$ cat config.mk
export PLATFORM = sky130hd
export DESIGN_NAME = mem_port_arbiter
export DESIGN_NICKNAME = d
export VERILOG_FILES = /design/src/rtl/mem_arb_pkg.sv /design/src/rtl/mem_port_arbiter.sv
export SDC_FILE = /design/constraint.sdc
export NUM_CORES = 1
export LEC_CHECK = 0
export CAP_MARGIN = 10
export CORE_AREA = 2 2 110 112
export CTS_BUF_LIST = sky130_fd_sc_hd__clkbuf_16
export DETAILED_ROUTE_END_ITERATION = 10
export DIE_AREA = 0 0 112 114
export PLACE_DENSITY = 0.65
export SETUP_SLACK_MARGIN = 0.3
export SYNTH_ARGS = -nofsm -noshare
export SYNTH_HDL_FRONTEND = slang
export SYNTH_SLANG_ARGS = --single-unit
$ cat constraint.sdc
create_clock -name clk -period 1.45 [get_ports clk]
set_clock_uncertainty 0.05 [all_clocks]
set_input_delay 0.145 -clock clk [delete_from_list [all_inputs] [get_ports clk]]
set_output_delay 0.145 -clock clk [all_outputs]
set_load 0.005 [all_outputs]
$ cat src/rtl/mem_arb_pkg.sv
// Shared types and the arbitration rule for the single-port memory arbiter.
//   state_e    : arbiter FSM states
//   owner_e    : which requester currently owns the memory port
//   pick_owner : LSU wins unless IF is waiting and the LSU streak is saturated
package mem_arb_pkg;

  typedef enum logic [1:0] {
    IDLE,
    ISSUE,
    WAIT_RESP
  } state_e;

  typedef enum logic {
    OWN_IF,
    OWN_LSU
  } owner_e;

  function automatic owner_e pick_owner(input logic if_req,
                                        input logic lsu_req,
                                        input logic streak_sat);
    return (lsu_req && !(if_req && streak_sat)) ? OWN_LSU : OWN_IF;
  endfunction

endpackage

$ cat src/rtl/mem_port_arbiter.sv
// Arbitrates the core's single-port memory between instruction fetch (IF) and
// the load/store unit (LSU). One transaction outstanding at a time; LSU has
// priority but IF is guaranteed a win after STREAK_MAX consecutive LSU wins.
//
// Ports:
//   clk, rst                 clock, synchronous active-high reset
//   if_req/if_addr           fetch request (may abort before grant)
//   if_gnt/if_rvalid/if_rdata fetch grant and response
//   if_kill                  drop the pending fetch response (PC redirect)
//   lsu_req/we/addr/wdata/be load/store request, held until lsu_gnt
//   lsu_gnt/lsu_rvalid/lsu_rdata LSU grant and response/ack
//   mem_req/we/addr/wdata/be request to memory; mem_gnt accepts it
//   mem_rvalid/mem_rdata     memory response
//   busy                     arbiter not idle
//   protocol_err             sticky: response seen outside WAIT_RESP
module mem_port_arbiter
  import mem_arb_pkg::*;
#(
  parameter int unsigned ADDR_W     = 32,
  parameter int unsigned DATA_W     = 32,
  parameter int unsigned STREAK_MAX = 4
) (
  input  logic                clk,
  input  logic                rst,
  input  logic                if_req,
  input  logic [ADDR_W-1:0]   if_addr,
  output logic                if_gnt,
  input  logic                if_kill,
  output logic                if_rvalid,
  output logic [DATA_W-1:0]   if_rdata,
  input  logic                lsu_req,
  input  logic                lsu_we,
  input  logic [ADDR_W-1:0]   lsu_addr,
  input  logic [DATA_W-1:0]   lsu_wdata,
  input  logic [DATA_W/8-1:0] lsu_be,
  output logic                lsu_gnt,
  output logic                lsu_rvalid,
  output logic [DATA_W-1:0]   lsu_rdata,
  output logic                mem_req,
  output logic                mem_we,
  output logic [ADDR_W-1:0]   mem_addr,
  output logic [DATA_W-1:0]   mem_wdata,
  output logic [DATA_W/8-1:0] mem_be,
  input  logic                mem_gnt,
  input  logic                mem_rvalid,
  input  logic [DATA_W-1:0]   mem_rdata,
  output logic                busy,
  output logic                protocol_err
);

  localparam int unsigned SW = (STREAK_MAX < 1) ? 1 : $clog2(STREAK_MAX + 1);
  localparam logic [SW-1:0] STREAK_SAT = SW'(STREAK_MAX);

  state_e        r_state, w_state_nxt;
  owner_e        r_owner, w_owner_nxt;
  logic [SW-1:0] r_streak, w_streak_nxt;
  logic          r_kill_pend, w_kill_pend_nxt;
  logic          r_protocol_err;
  logic          w_own_req;

  always_ff @(posedge clk) begin
    if (rst) begin
      r_state        <= IDLE;
      r_owner        <= OWN_IF;
      r_streak       <= '0;
      r_kill_pend    <= 1'b0;
      r_protocol_err <= 1'b0;
    end else begin
      r_state     <= w_state_nxt;
      r_owner     <= w_owner_nxt;
      r_streak    <= w_streak_nxt;
      r_kill_pend <= w_kill_pend_nxt;
      if (mem_rvalid && (r_state != WAIT_RESP)) begin
        r_protocol_err <= 1'b1;
      end
    end
  end

  always_comb begin
    w_state_nxt     = r_state;
    w_owner_nxt     = r_owner;
    w_streak_nxt    = r_streak;
    w_kill_pend_nxt = r_kill_pend;
    w_own_req       = (r_owner == OWN_LSU) ? lsu_req : if_req;
    if_gnt          = 1'b0;
    lsu_gnt         = 1'b0;
    if_rvalid       = 1'b0;
    lsu_rvalid      = 1'b0;
    if_rdata        = '0;
    lsu_rdata       = '0;
    mem_req         = 1'b0;
    mem_we          = 1'b0;
    mem_addr        = '0;
    mem_wdata       = '0;
    mem_be          = '0;

    case (r_state)
      IDLE: begin
        if (if_req || lsu_req) begin
          w_owner_nxt = pick_owner(if_req, lsu_req, r_streak == STREAK_SAT);
          // Streak counts LSU wins only while IF is actually waiting.
          if ((w_owner_nxt == OWN_LSU) && if_req) begin
            w_streak_nxt = (r_streak == STREAK_SAT) ? STREAK_SAT : r_streak + 1'b1;
          end else begin
            w_streak_nxt = '0;
          end
          w_state_nxt = ISSUE;
        end
      end

      ISSUE: begin
        mem_req = w_own_req;
        if (r_owner == OWN_LSU) begin
          mem_we    = lsu_we;
          mem_addr  = lsu_addr;
          mem_wdata = lsu_wdata;
          mem_be    = lsu_be;
        end else begin
          mem_addr  = if_addr;
          mem_be    = '1;
        end
        if (mem_req && mem_gnt) begin
          if (r_owner == OWN_LSU) begin
            lsu_gnt = 1'b1;
          end else begin
            if_gnt = 1'b1;
            if (if_kill) begin
              w_kill_pend_nxt = 1'b1;
            end
          end
          w_state_nxt = WAIT_RESP;
        end else if (!w_own_req) begin
          w_state_nxt = IDLE;
        end
      end

      WAIT_RESP: begin
        if (mem_rvalid) begin
          if (r_owner == OWN_LSU) begin
            lsu_rvalid = 1'b1;
            lsu_rdata  = mem_rdata;
          end else if (!(if_kill || r_kill_pend)) begin
            if_rvalid = 1'b1;
            if_rdata  = mem_rdata;
          end
          w_kill_pend_nxt = 1'b0;
          w_state_nxt     = IDLE;
        end else if ((r_owner == OWN_IF) && if_kill) begin
          w_kill_pend_nxt = 1'b1;
        end
      end

      default: begin
        w_state_nxt = IDLE;
      end
    endcase
  end

  assign busy         = (r_state != IDLE);
  assign protocol_err = r_protocol_err;

endmodule

## Word-level counts from Yosys, hierarchy flattened

Cells that the tools add are included.

| word-level totals | value |
|---|---|
| bits of input ports | 140 |
| flip-flop bits (word level) | 8 |
| word-level logic and storage cells | 76 |

| operators by class | value |
|---|---|
| equal/unequal tests | 11 |
| multiplexer cells | 43 |
| reduce and logical (&&, ||, !) cells | 15 |
| bitwise gates (word level) | 1 |
| $add $sub $neg | 1 |

Operators with widths:

| cell | count |
|---|---|
| $mux 32 | 11 |
| $mux 1 | 22 |
| $ne 2x2->1 const B | 6 |
| $mux 2 | 4 |
| $mux 4 | 2 |
| $logic_and 1x1->1 | 6 |
| $mux 3 | 2 |
| $ne 3x3->1 const B | 2 |
| $pmux 2 s3 | 1 |
| $reduce_and 5->1 | 1 |
| $reduce_bool 2->1 | 2 |
| $add 3x1->3 const B | 1 |
| $eq 3x3->1 const B | 1 |
| $reduce_and 3->1 | 1 |
| $eq 2x1->1 const B | 1 |
| $eq 2x2->1 const B | 1 |
| $logic_not 2->1 | 1 |
| $logic_or 1x1->1 | 2 |
| $pmux 1 s2 | 1 |
| $reduce_and 2->1 | 1 |
| $logic_not 1->1 | 1 |
| $not 1->1 | 1 |

## Logic depth before layout (Yosys ltp)

| logic depth | value |
|---|---|
| depth after elaboration | 7 |
| depth in mapped cells | 5 |

## Worst setup path before layout

OpenSTA, ideal clock, no wires.

| path | value |
|---|---|
| path type | reg-to-output |
| start point | register r_state[0] |
| end point | output port if_rdata[0] |
| cell stages (with the launch flop) | 5 |
| path slack | 0.072 ns |
| buffers on the path | 1 |
| arrival | 1.183 ns |
| required time | 1.255 ns |
| cells stage by stage | dfxtp_1 > nand3b_2 > nor4_4 > buf_2 > and2_1 |

| between the ends | value |
|---|---|
| word-level cells in the longest chain between the ends | 2 |

RTL lines:

| what | RTL line | text |
|---|---|---|
| from (decl) | mem_port_arbiter.sv:54 | `state_e r_state, w_state_nxt;` |
| from (signal assigned) | mem_port_arbiter.sv:69 | `r_state <= w_state_nxt;` |
| $eq 2x2->1 | mem_port_arbiter.sv:97 | `case (r_state)` |
| $mux 32 | mem_port_arbiter.sv:97 |  |
| to (decl) | mem_port_arbiter.sv:30 | `output logic [DATA_W-1:0] if_rdata,` |

No other way between the ends.

## Worst setup path in the final report

| path | value |
|---|---|
| start point | register r_state[0] |
| end point | output port mem_wdata[7] |

| between the ends | value |
|---|---|
| word-level cells in the longest chain between the ends | 2 |

RTL lines:

| what | RTL line | text |
|---|---|---|
| $eq 2x1->1 | mem_port_arbiter.sv:97 |  |
| $mux 32 | mem_port_arbiter.sv:97 |  |
| to (decl) | mem_port_arbiter.sv:42 | `output logic [DATA_W-1:0] mem_wdata,` |

No other way between the ends.

==> summary.md <==
| Metric | Value |
|---|---|
| Final core occ | 55.5% |
| Most frequent cells in the layout | clkdlybuf4s50_1, buf_6, and2_4 |
| Clock Pin Slew Worst Setup and Hold Paths | ~0.040 ns |
| Dominant cell type by area after synthesis | and2_1 |
| Power density cells | 388 nW/um2 |
| Routed length per instance | 17.9 um |
| Worst r2r src | r_state[0]$_SDFFE_PP0P_ |
| Post-route DRC | 0 |
| Violated checks | setup timing |
| Die W | 112 um |
| DRT Wirelength | 13,400 um |
| Final nets | 746 |
| Worst reg2reg path depth | 5 |
| Pin count of the biggest net entering global routing | 17 |
| H-Tree Depth | 1 |
| N_diodes | 0 |
| Clock sinks | 8 |
| Critical Path AT | 1.61 ns |
| Vias/cell | around 4.4 |
| Iteration-0 DRC Markers | 100 |
| Sum of negative setup slack | -31.59 ns |
| Seq cells post-synth | 8 |
| WHS Endpoint | protocol_err$_SDFFE_PP0P_ |
| Peak supply drop | 480 uV |
| Die ar. | 12,800 um2 |
| Final min period | between 1.5 and 2 ns |
| Crit path capture type | output pin |
| Final Max Tran Viols | 0 |
| Mapped Avg Cell Area | 6.80 um2 |
| Starting Density | between 10 and 15% |
| FILL cells | 1,012 |
| Top_reg_cell synth | dfxtp_1 |
| DIE HEIGHT | 114 um |
| Area grow syn2layout | 294% |
| CTS root buf | clkbuf_16 |
| Skew-Pair Late Insertion Delay | 0.23 ns |
| Critical Path RT | ~1.3 ns |
| Hold slack | 0.333 ns |
| Final WS setup | -0.353 ns |
| Outcome | finished, violations left |
| First-pass GRT wire length | between 15,000 and 20,000 um |
| Final weighted congestion in routability-driven placement | 0.828 |
| Yosys warnings | 0 |
| Area of the mapped netlist | 1650 um2 |
| Slew @ Worst Pin | 0.427 ns |
| Non-Filler Instances | 750 |
| Core area | 11,700 um2 |
| DP HPWL | 8390 um |
| Critical path class | reg -> out |
| EDFF count, synth | 0 |
| CTS tree | built |
| Max Cap Viol | 0 |
| Reg2reg end | r_kill_pend$_SDFFE_PP0P_ |
| Initial antenna violation count | 0 |
| Vias post-DR | between 3,000 and 4,000 |
| IO buf count | about 280 |
| Hold depth | 3 |
| Max Clock Freq | roughly 550 MHz |
| Post-synth top area share | 24.6% |
| Share of cells above drive strength 1 | 62.9% |
| CP Max Fanout | 5 |
| Num CTS Buffers | 3 |
| Startpoint types | flop |
| Cts hold-fix bufs | 0 |
| # rows | 40 |
| Synth top area cells | and2_1, mux2i_1, and3_1, dfxtp_1, nor2_1 |
| Async set-reset flop share out of synthesis | 0% |
| GRT overflow | 0 |
| Antenna Nets Post-Route | 0 |
| Vias in the first global route | 3,150 |
| GRT Total Usage | 17.8% |
| Syn Inst Count | between 200 and 250 |
| Post-synthesis sequential area ratio | 9.70% |
| Tcrit/Tclk final | 124% |
| Relative slew slack | 71.4% |
| Leakage | 2.98 nW |
| Post-Syn Nets | 385 |
| Clock Tree Buf Depth | 2 |
| Total power | 0.00252 W |
| RSZ-0062 raised after global routing | yes |
| Worst Hold Launch | mem_rvalid |
| Hold Path Class | in -> reg |
| Drt pass-1 iters | 4 |
| Post-synthesis cell type count | 34 |
| Reg2reg setup slack | -0.06 ns |
| Number of instances in the placed design | slightly below 700 |
| Setup violators final | 139 |
| Final hold vios | 0 |
| Commonest non-fill, non-tap cell in the layout | clkdlybuf4s50_1 |
| # IOs | 280 |
registers in the layout, indices dropped and copies added, names as in the netlist:
signal and count:
r_streak 3, r_kill_pend 1, protocol_err 1, r_owner 1
r_state 2
per-layer routing:
layer	wire, um	global-route usage (%)	share of wire (%)	up-vias
met3	1010	3.08	7.5	19
met4	182	3.09	1.4	0
met5	0	0	0	-
met1	5310	23.6	40	1539
met2	6920	31.1	52	173
li1	-	-	-	1552
per-stage QoR:
stage                     setup WS (ns)  instance area, um2
after floorplan                   0.119                1710
after global routing             -0.452                6500
after CTS                        -0.349                5830
after detailed placement         -0.704                4840
after global placement           -0.671                4840
final                            -0.353                6500
how the worst max path moves through the flow:
stage	from	endpoint	slack, ns	cells after the start
after floorplan	r_state[0]$_SDFFE_PP0P_	if_rdata[10]	0.12	4
after global placement	mem_rvalid	if_rdata[12]	-0.67	6
after detailed placement	mem_rvalid	if_rdata[12]	-0.70	6
after CTS	r_state[0]$_SDFFE_PP0P_	mem_wdata[13]	-0.35	7
after global routing	r_state[0]$_SDFFE_PP0P_	if_rdata[17]	-0.45	8
final	r_state[0]$_SDFFE_PP0P_	mem_wdata[7]	-0.35	8
power breakdown:
group | leakage, nW | total [W] | internal [W] | switching (W)
sequential | 0.0676 | 0.000248 | 0.000234 | 0.0000141
combinational | 2.87 | 0.00180 | 0.00119 | 0.000614
clock | 0.0423 | 0.000472 | 0.000359 | 0.000113
final cells by class:
class	count	area, um2	area share [%]
multi-input cells	208	1930	29.6
repair buffers	379	4130	63.5
flip-flops and latches	8	170	2.62
clock buffers	3	75.1	1.15
clock inverters	1	3.75	0.0577
well taps	147	184	2.83
inverters	4	15.0	0.231
critical path: stages (launching register included):
cell and delay (ns):
dfxtp_2 0.32, buf_4 0.13, nor2b_4 0.13, buf_6 0.12
buf_12 0.13, buf_12 0.12, buf_16 0.12, and3_1 0.18
buf_2 0.13
cell usage after synthesis, drive strengths merged (3+ instances only):
cell type	count
o21a	4
nor2	39
clkbuf	13
buf	10
mux2i	33
a21oi	5
dfxtp	8
inv	4
o21ai	3
and2	65
and3	33
nand3	3
nor2b	3
cells by family after synthesis:
group / after synthesis / synth area share [%]
muxes: 33 / 20.0
AOI/OAI and AO/OA: 18 / 7.12
and+or+nand+nor: 155 / 54.7
buffers and inverters: 27 / 6.97
adders and majority gates: 2 / 1.51
DFF: 8 / 9.70
what timing repair did:
| action | in CTS | in global routing |
|---|---|---|
| setup buffers | 41 | 13 |
| endpoints found under the setup margin | 147 | 146 |
| cloned | 17 | 2 |
| hold endpoints to repair | 0 | 0 |
| resized for setup | 716 | 133 |
| pin swaps | 65 | 30 |
Power figures use the tool's default switching activity.
